File: src/rtl/gpo_pad_tx_pkg.sv
// Shared types and helpers for the GPIO pad serial transmitter.
// Optional even-parity bit is enabled by defining GPO_PAD_TX_PARITY_EN.
package gpo_pad_tx_pkg;

  // Widest word the parity helper accepts; narrower words are zero-extended.
  localparam int unsigned MaxDataW = 16;

  // Level the line rests at whenever it is driven but not carrying a start or data bit.
  localparam logic IdleLevel = 1'b1;

  typedef enum logic [2:0] {
    StIdle,
    StLead,
    StStart,
    StData,
`ifdef GPO_PAD_TX_PARITY_EN
    StParity,
`endif
    StStop,
    StTrail
  } tx_state_e;

  // Even parity: the XOR of all bits, so the word plus parity has an even count of ones.
  function automatic logic even_parity(input logic [MaxDataW-1:0] word);
    return ^word;
  endfunction

endpackage

File: src/rtl/gpo_pad_tx_if.sv
// Word handshake between a producer and the pad transmitter.
interface gpo_pad_tx_if #(
  parameter int unsigned DataW = 8
);
  logic [DataW-1:0] tx_data;
  logic             tx_valid;
  logic             tx_ready;

  modport master (output tx_data, output tx_valid, input tx_ready);
  modport slave  (input tx_data, input tx_valid, output tx_ready);
endinterface

File: src/rtl/gpo_pad_tx_bittimer.sv
// Bit-period down-counter: a bit lasts div+1 clocks, bit_tick_o marks its last clock.
module gpo_pad_tx_bittimer #(
  parameter int unsigned DivW = 16
) (
  input  logic            clk_i,
  input  logic            rst_i,
  input  logic            en_i,
  input  logic            load_i,
  input  logic [DivW-1:0] div_i,
  output logic            bit_tick_o
);

  logic [DivW-1:0] cnt_q;

  // Not gated by load_i: tx_ready depends on the tick and load depends on tx_ready.
  assign bit_tick_o = en_i & (cnt_q == '0);

  // Load restarts the bit; otherwise count down and reload at each bit boundary.
  always_ff @(posedge clk_i or posedge rst_i) begin
    if (rst_i) begin
      cnt_q <= '0;
    end else if (load_i) begin
      cnt_q <= div_i;
    end else if (en_i) begin
      if (cnt_q == '0) begin
        cnt_q <= div_i;
      end else begin
        cnt_q <= cnt_q - 1'b1;
      end
    end
  end

endmodule

File: src/rtl/gpo_pad_tx.sv
// GPIO pad transmit path: frames parallel words as start/data(LSB first)/stop bits with
// output-enable guard intervals. Define GPO_PAD_TX_PARITY_EN to add an even-parity bit.
module gpo_pad_tx
  import gpo_pad_tx_pkg::*;
#(
  parameter int unsigned DataW     = 8,
  parameter int unsigned DivW      = 16,
  parameter int unsigned GuardBits = 1
) (
  input  logic            clk_i,
  input  logic            rst_i,
  input  logic            en_i,
  input  logic [DivW-1:0] div_i,
  gpo_pad_tx_if.slave     bus,
  output logic            busy_o,
  output logic            do_o,
  output logic            oe_o,
  output logic            pu_o
);

  localparam int unsigned MaxBits = (DataW > GuardBits) ? DataW : GuardBits;
  localparam int unsigned CntW    = $clog2(MaxBits) + 1;

  tx_state_e        state_q;
  logic [DataW-1:0] shift_q;
  logic [DataW-1:0] shift_next;
  logic [DivW-1:0]  div_q;
  logic [DivW-1:0]  timer_div;
  logic [CntW-1:0]  bit_cnt_q;
  logic             do_q;
  logic             oe_q;
  logic             pu_q;
  logic             accept;
  logic             bit_tick;
  logic             timer_en;
  logic             last_data;
  logic             last_guard;
`ifdef GPO_PAD_TX_PARITY_EN
  logic             parity_q;
`endif

  assign bus.tx_ready = en_i & ~rst_i &
                        ((state_q == StIdle) || (state_q == StTrail) ||
                         ((state_q == StStop) && bit_tick));
  assign accept       = bus.tx_valid & bus.tx_ready;

  // A freshly accepted divisor must time the very first bit, before div_q updates.
  assign timer_div  = accept ? div_i : div_q;
  assign timer_en   = (state_q != StIdle);
  assign shift_next = shift_q >> 1;
  assign last_data  = (bit_cnt_q == CntW'(DataW - 1));
  assign last_guard = (bit_cnt_q == CntW'(GuardBits - 1));

  gpo_pad_tx_bittimer #(
    .DivW (DivW)
  ) u_bittimer (
    .clk_i      (clk_i),
    .rst_i      (rst_i),
    .en_i       (timer_en),
    .load_i     (accept),
    .div_i      (timer_div),
    .bit_tick_o (bit_tick)
  );

  // Frame FSM with registered pad outputs set alongside each transition.
  always_ff @(posedge clk_i or posedge rst_i) begin
    if (rst_i) begin
      state_q   <= StIdle;
      shift_q   <= '0;
      div_q     <= '0;
      bit_cnt_q <= '0;
      do_q      <= IdleLevel;
      oe_q      <= 1'b0;
      pu_q      <= 1'b1;
`ifdef GPO_PAD_TX_PARITY_EN
      parity_q  <= 1'b0;
`endif
    end else if (!en_i) begin
      state_q   <= StIdle;
      bit_cnt_q <= '0;
      do_q      <= IdleLevel;
      oe_q      <= 1'b0;
      pu_q      <= 1'b1;
    end else begin
      if (accept) begin
        shift_q  <= bus.tx_data;
        div_q    <= div_i;
`ifdef GPO_PAD_TX_PARITY_EN
        parity_q <= even_parity(MaxDataW'(bus.tx_data));
`endif
      end
      unique case (state_q)
        StIdle: begin
          if (accept) begin
            state_q   <= StLead;
            bit_cnt_q <= '0;
            do_q      <= IdleLevel;
            oe_q      <= 1'b1;
            pu_q      <= 1'b0;
          end
        end
        StLead: begin
          if (bit_tick) begin
            if (last_guard) begin
              state_q   <= StStart;
              bit_cnt_q <= '0;
              do_q      <= 1'b0;
            end else begin
              bit_cnt_q <= bit_cnt_q + 1'b1;
            end
          end
        end
        StStart: begin
          if (bit_tick) begin
            state_q <= StData;
            do_q    <= shift_q[0];
          end
        end
        StData: begin
          if (bit_tick) begin
            bit_cnt_q <= '0;
            if (last_data) begin
`ifdef GPO_PAD_TX_PARITY_EN
              state_q <= StParity;
              do_q    <= parity_q;
`else
              state_q <= StStop;
              do_q    <= IdleLevel;
`endif
            end else begin
              bit_cnt_q <= bit_cnt_q + 1'b1;
              shift_q   <= shift_next;
              do_q      <= shift_next[0];
            end
          end
        end
`ifdef GPO_PAD_TX_PARITY_EN
        StParity: begin
          if (bit_tick) begin
            state_q <= StStop;
            do_q    <= IdleLevel;
          end
        end
`endif
        StStop: begin
          if (bit_tick) begin
            bit_cnt_q <= '0;
            if (accept) begin
              state_q <= StStart;
              do_q    <= 1'b0;
            end else begin
              state_q <= StTrail;
              do_q    <= IdleLevel;
            end
          end
        end
        StTrail: begin
          // A new word here skips the lead guard since the line is already driven.
          if (accept) begin
            state_q   <= StStart;
            bit_cnt_q <= '0;
            do_q      <= 1'b0;
          end else if (bit_tick) begin
            if (last_guard) begin
              state_q   <= StIdle;
              bit_cnt_q <= '0;
              do_q      <= IdleLevel;
              oe_q      <= 1'b0;
              pu_q      <= 1'b1;
            end else begin
              bit_cnt_q <= bit_cnt_q + 1'b1;
            end
          end
        end
        default: begin
          state_q <= StIdle;
          do_q    <= IdleLevel;
          oe_q    <= 1'b0;
          pu_q    <= 1'b1;
        end
      endcase
    end
  end

  assign do_o   = do_q;
  assign oe_o   = oe_q;
  assign pu_o   = pu_q;
  assign busy_o = oe_q;

endmodule

File: src/flat_wrapper.sv
// flat-port wrapper written by rule: the top's interface ports become plain ports
module gpo_pad_tx_flat import gpo_pad_tx_pkg::*;
#(
  parameter int unsigned DataW     = 8,
  parameter int unsigned DivW      = 16,
  parameter int unsigned GuardBits = 1
)
  (clk_i, rst_i, en_i, div_i, busy_o, do_o, oe_o, pu_o, bus_tx_data, bus_tx_valid, bus_tx_ready);
  gpo_pad_tx_if #(.DataW(DataW)) bus_i ();
  input  logic clk_i;
  input  logic rst_i;
  input  logic en_i;
  input  logic [DivW-1:0] div_i;
  output logic busy_o;
  output logic do_o;
  output logic oe_o;
  output logic pu_o;
  input wire logic [$bits(bus_i.tx_data)-1:0] bus_tx_data;
  input wire logic [$bits(bus_i.tx_valid)-1:0] bus_tx_valid;
  output wire logic [$bits(bus_i.tx_ready)-1:0] bus_tx_ready;
  assign bus_i.tx_data = bus_tx_data;
  assign bus_i.tx_valid = bus_tx_valid;
  assign bus_tx_ready = bus_i.tx_ready;
  gpo_pad_tx #(.DataW(DataW), .DivW(DivW), .GuardBits(GuardBits)) u_core (.clk_i(clk_i), .rst_i(rst_i), .en_i(en_i), .div_i(div_i), .bus(bus_i), .busy_o(busy_o), .do_o(do_o), .oe_o(oe_o), .pu_o(pu_o));
endmodule
File: config.mk
export PLATFORM = sky130hd
export DESIGN_NAME = gpo_pad_tx_flat
export DESIGN_NICKNAME = d
export VERILOG_FILES = /design/src/rtl/gpo_pad_tx_pkg.sv /design/src/rtl/gpo_pad_tx_if.sv /design/src/rtl/gpo_pad_tx_bittimer.sv /design/src/rtl/gpo_pad_tx.sv /design/src/flat_wrapper.sv
export SDC_FILE = /design/constraint.sdc
export NUM_CORES = 1
export LEC_CHECK = 0
export CELL_PAD_IN_SITES_DETAIL_PLACEMENT = 0
export CELL_PAD_IN_SITES_GLOBAL_PLACEMENT = 2
export CORE_MARGIN = 2
export CORE_UTILIZATION = 31
export CTS_CLUSTER_SIZE = 28
export DETAILED_ROUTE_END_ITERATION = 8
export GPL_ROUTABILITY_DRIVEN = 0
export PLACE_DENSITY = 0.77
export SLEW_MARGIN = 25
export SYNTH_ARGS = -nofsm -noshare
export SYNTH_HDL_FRONTEND = slang
export SYNTH_SLANG_ARGS = --single-unit
File: constraint.sdc
create_clock -name clk_i -period 2 [get_ports clk_i]
set_input_delay 0.4 -clock clk_i [delete_from_list [all_inputs] [get_ports clk_i]]
set_output_delay 0.4 -clock clk_i [all_outputs]
set_load 0.02 [all_outputs]
# After elaboration in Yosys (flattened, before gate mapping)
# Cells that the tools add are included.
# totals
output_inout_bits	5
inputBits	28
regBits	50
elab_cells	98
# classes
n_eq_ne	20
add_sub_neg	2
bitwise	5
mux	50
n_reduce_logical	13
# op_table
op	n
16-bit two-way mux	4
3-bit two-way mux	12
4-bit two-way mux	8
8-bit two-way mux	4
3-bit by 2-bit inequality test with 1-bit output (second input constant)	9
4-bit one-hot mux with 5 select lines	1
3-bit one-hot mux with 6 select lines	1
1-bit two-way mux	17
16-bit zero test	1
16-bit by 1-bit subtractor with 16-bit output (second input constant)	1
9-bit AND reduction	1
4-bit by 2-bit inequality test with 1-bit output (second input constant)	2
8-bit AND reduction	1
3-bit by 2-bit equality test with 1-bit output (second input constant)	2
3-bit equality test (second input constant)	2
6-bit by 1-bit inequality test with 1-bit output (second input constant)	1
1-bit one-hot mux with 3 select lines	2
1-bit one-hot mux with 6 select lines	1
5-bit AND reduction	1
4-bit by 1-bit adder with 4-bit output (second input constant)	1
1-bit AND	4
4-bit by 3-bit equality test with 1-bit output (second input constant)	1
4-bit zero test	1
4-bit AND reduction	1
other kinds (10)	11

# Logic depth before layout (Yosys ltp)
# logic_depth
word_depth	10
depth_mapped	9
mapped_depth_nobuf	7

# By module
# Synthesis repeated with hierarchy kept, for this count alone.
# hier_totals
cells_unflattened	358
hier_area_um2	3054.2
# by_module_without_submodules
module	seq_area_each_um2	cells_each	instances	area_per_inst_um2
gpo_pad_tx	853.3	229	1	1920.6
gpo_pad_tx_bittimer	400.4	129	1	1133.6

# Worst setup path before layout
# OpenSTA, ideal clock, no wires.
# synth_timing
path_type	reg-to-output
start	register u_core.u_bittimer.cnt_q[0]
end	output port bus_tx_ready
arrival_ns	2.192
required_ns	1.600
path_slack_ns	-0.592
path_stages_with_launch	9
cell_sequence	dfrtp_1 > inv_1 > ha_1 > nor4b_1 > and4_1 > clkbuf_2 > buf_2 > nor2_1 > nor4_1
# synth_between
elab_chain_len	5
# synth_lines
element	line_no	text
start, declared	gpo_pad_tx_bittimer.sv:13	logic [DivW-1:0] cnt_q;
start signal, assigned	gpo_pad_tx_bittimer.sv:23	cnt_q <= div_i;
start signal, assigned	gpo_pad_tx_bittimer.sv:26	cnt_q <= div_i;
start signal, assigned	gpo_pad_tx_bittimer.sv:28	cnt_q <= cnt_q - 1'b1;
16-bit zero test	gpo_pad_tx_bittimer.sv:16	assign bit_tick_o = en_i & (cnt_q == '0);
1-bit AND	gpo_pad_tx_bittimer.sv:16	
1-bit logical AND	gpo_pad_tx.sv:44	((state_q == StStop) && bit_tick));
1-bit logical OR	gpo_pad_tx.sv:43	((state_q == StIdle) || (state_q == StTrail) ||
1-bit AND	gpo_pad_tx.sv:42	assign bus.tx_ready = en_i & ~rst_i &
end, declared	flat_wrapper.sv:20	output wire logic [$bits(bus_i.tx_ready)-1:0] bus_tx_ready;
# No other way between the ends.

# Worst setup path after layout
# layout_timing
start	register u_core.u_bittimer.cnt_q[1]
end	output port bus_tx_ready
# Same word-level chain as after synthesis.

==> reports/qor.yml <==
status: "finished, violations left"
violations: "setup timing"
ctsHoldBuffers: 0
area_growth_pct: 56.4
period_minus_slack_ns: 2.16
layout_setup_ws_ns: -0.164
p_leak_nw: 2.05
final_max_slew_viol_count: 0
grt.overflow.total: 0
fmax_mhz: 462
postSynthCellCount: 350
tritoncts: "yes"
hold_path_class: "register to register"
cts.sinks: 50
first_global_vias: 2961
final_cells: 600
dr_total_vias: 3127
dieArea_um2: 10700
drc_errors: 0
dp_hpwl_um: 6960
dr.pass1.iters: 4
drt_iter0_markers: 173
cp.arrival_ns: 1.76
grt_antenna_before_repair: 0
via_per_inst: 5.21
core-area_um2: 9680
cts_max_level: 2
worstPathRequired_ns: 1.60
synth.yosys.seq_area_share_pct: 41.0
synth_nets: 382
irDropWorstVdd_mv: 0.512
wire_per_inst_um: 16.6
grt_max_degree: 51
async_reset_ff_share_pct: 100
power_density_nw_per_um2: 1220
grt_pass1_wl_um: 15300
grt_usage_pct: 18.5
finalHoldViolations: 0
port_buffers: 32
slew_headroom_pct: 69.3
use_met3_pct: 2.49
fin_util_pct: 49.4
insertion_delay_ns: 0.31
end_kind: "output port"
clk_pin_slew_ns: 0.09
layout-drive-gt1-share_pct: 36.2
tns_ns: -2.10
rows: 36
fin_worst_skew_ns: 0.00955
die_w_um: 103
routed_wl_um: 9980
setup_viol: 32
clock-root-buffer: "clkbuf_8"
ys_types: 61
fp.dieH_um: 103
clockBufferDepth: 2
postRouteAntennaNets: 0
crit_path_cell_trace: "inv_2 > ha_4 > nor4b_4 > and4_4 > nor2_2 > nor4_4 > buf_4"
worst_slew_pin_slew_ns: 0.457
grt_setup_unrepaired: "yes"
worst_path_max_delay_cell: "dfrtp_1"
initial_core_util_pct: 31.6
path_class: "register to output port"
cp_num_buf_inv: 2
critical_path.max_stage_delay_ns: 0.41
cp_top_family: "simple AND/OR/NAND/NOR gates"
use_met2_pct: 29.7
final_common_cell: "buf_4"
mappedNetlistArea_um2: 3060
cts-buffers-inserted: 5
cap_violations: 0
gr-usage-met1_pct: 26.8
ys_warn_count: 0
synthFlopType: "dfrtp_1"
finalCritPeriodShare_pct: 108
synth_edf_count: 0
dp_cells: 572
final_cell_mix: "buf_4 (84), nand2_1 (56), dfrtp_1 (48)"
ys_ff_latch: 50
busiest_layer: "met2"
final_nets: 498
worstPathMaxFanout: 2
diodes: 0
ioPinCount: 33
synth.avg_cell_area_um2: 8.73
crit_path_start_kind: "register"
[through the flow]
step	power [W]	setup WS [ns]	hold slack (ns)	cell area, um^2
after floorplan	0.00335	-0.130	0.434	3110
after global placement	0.00461	-0.332	0.452	4120
after detailed placement	0.00468	-0.379	0.456	4120
after CTS	0.00545	-0.166	0.478	4350
after global routing	0.00626	-0.212	0.500	4780
final	0.00585	-0.164	0.466	4780
[path summary, 6_finish.rpt]
check | startpoint | to | slack, ns | cells past startpoint
hold reg to reg | u_core.div_q[0]$_DFFE_PP0P_ | u_core.div_q[0]$_DFFE_PP0P_ | 0.47 | 2
hold / removal | u_core.div_q[0]$_DFFE_PP0P_ | u_core.div_q[0]$_DFFE_PP0P_ | 0.47 | 2
min in group asynchronous | rst_i | u_core.busy_o$_DFFE_PP0P_ | 0.60 | 4
setup / recovery | u_core.u_bittimer.cnt_q[1]$_DFFE_PP0P_ | bus_tx_ready | -0.16 | 7
max in group asynchronous | rst_i | u_core.do_o$_DFFE_PP1P_ | 1.11 | 4
setup reg to reg | u_core.u_bittimer.cnt_q[1]$_DFFE_PP0P_ | u_core.u_bittimer.cnt_q[7]$_DFFE_PP0P_ | -0.13 | 9
[what timing repair did]
action,CTS,global route
hold endpoints to repair,0,0
pin swaps,4,18
gates cloned,0,2
endpoints found under the setup margin,39,43
gates resized for setup,30,52
setup buffers,4,14
[final cells by class]
cell class / instances / area, um^2
Clock buffer: 8 / 90.1
Inverter: 16 / 60.1
Fill cell: 935 / 4900
Tap cell: 133 / 166
Multi-Input combinational cell: 262 / 2010
Sequential cell: 50 / 1250
Timing Repair Buffer: 131 / 1200
[worst register-to-register path, delay by kind of cell, from the launching register on]
kind,cells,cell delay (ns)
buffers and inverters,3,0.33
AO/OA/AOI/OAI,2,0.48
AND/OR/NAND/NOR,2,0.33
multiplexers,1,0.35
flip-flops,1,0.39
adder cells (fa/ha/maj),1,0.15
[routing by layer]
metal	share of wire [%]	routed length [um]
met4	0.99	99
met2	48	4810
met3	2.9	285
met5	0	0
met1	48	4790
[synth_stat cells (6+ instances only)]
| cell type | n | area [um^2] |
|---|---|---|
| nor3_1 | 8 | 40.0 |
| o211ai_1 | 6 | 45.0 |
| a2bb2oi_1 | 9 | 78.8 |
| nand2_1 | 59 | 221 |
| nand3_1 | 7 | 35.0 |
| o21ai_0 | 26 | 130 |
| dfrtp_1 | 48 | 1200 |
| clkbuf_1 | 14 | 52.6 |
| a21oi_1 | 14 | 70.1 |
| nor2_1 | 18 | 67.6 |
| nand4_1 | 6 | 37.5 |
| inv_1 | 15 | 56.3 |
| o22ai_1 | 13 | 81.3 |
[sequential cells by signal (all words and copies together), names as in the netlist]
signal / flops
u_core.u_bittimer.cnt_q: 16
u_core.div_q: 16
u_core.shift_q: 8
u_core.state_q: 3
u_core.do_o: 1
u_core.pu_o: 1
u_core.busy_o: 1
u_core.bit_cnt_q: 4
[logic make-up (layout without fill, tap and decap cells)]
family                     after synthesis  in the layout  synth area share [%]
AOI/OAI and AO/OA                      117            117                  27.0
xor gates and xnor gates                 2              2                 0.573
adders and majority gates                4              4                  1.64
buffers and inverters                   38            155                  5.04
DFF                                     50             50                  41.0
muxes                                    9              9                  3.15
and+or+nand+nor                        130            130                  21.5
[power by group]
group,internal (W),switching [W],leakage (nW)
combinational,0.00170,0.00166,1.41
clock,0.000284,0.000356,0.0455
sequential,0.00147,0.000380,0.602
total,0.00345,0.00240,2.05
No activity file was read; power rests on OpenSTA's default activity.
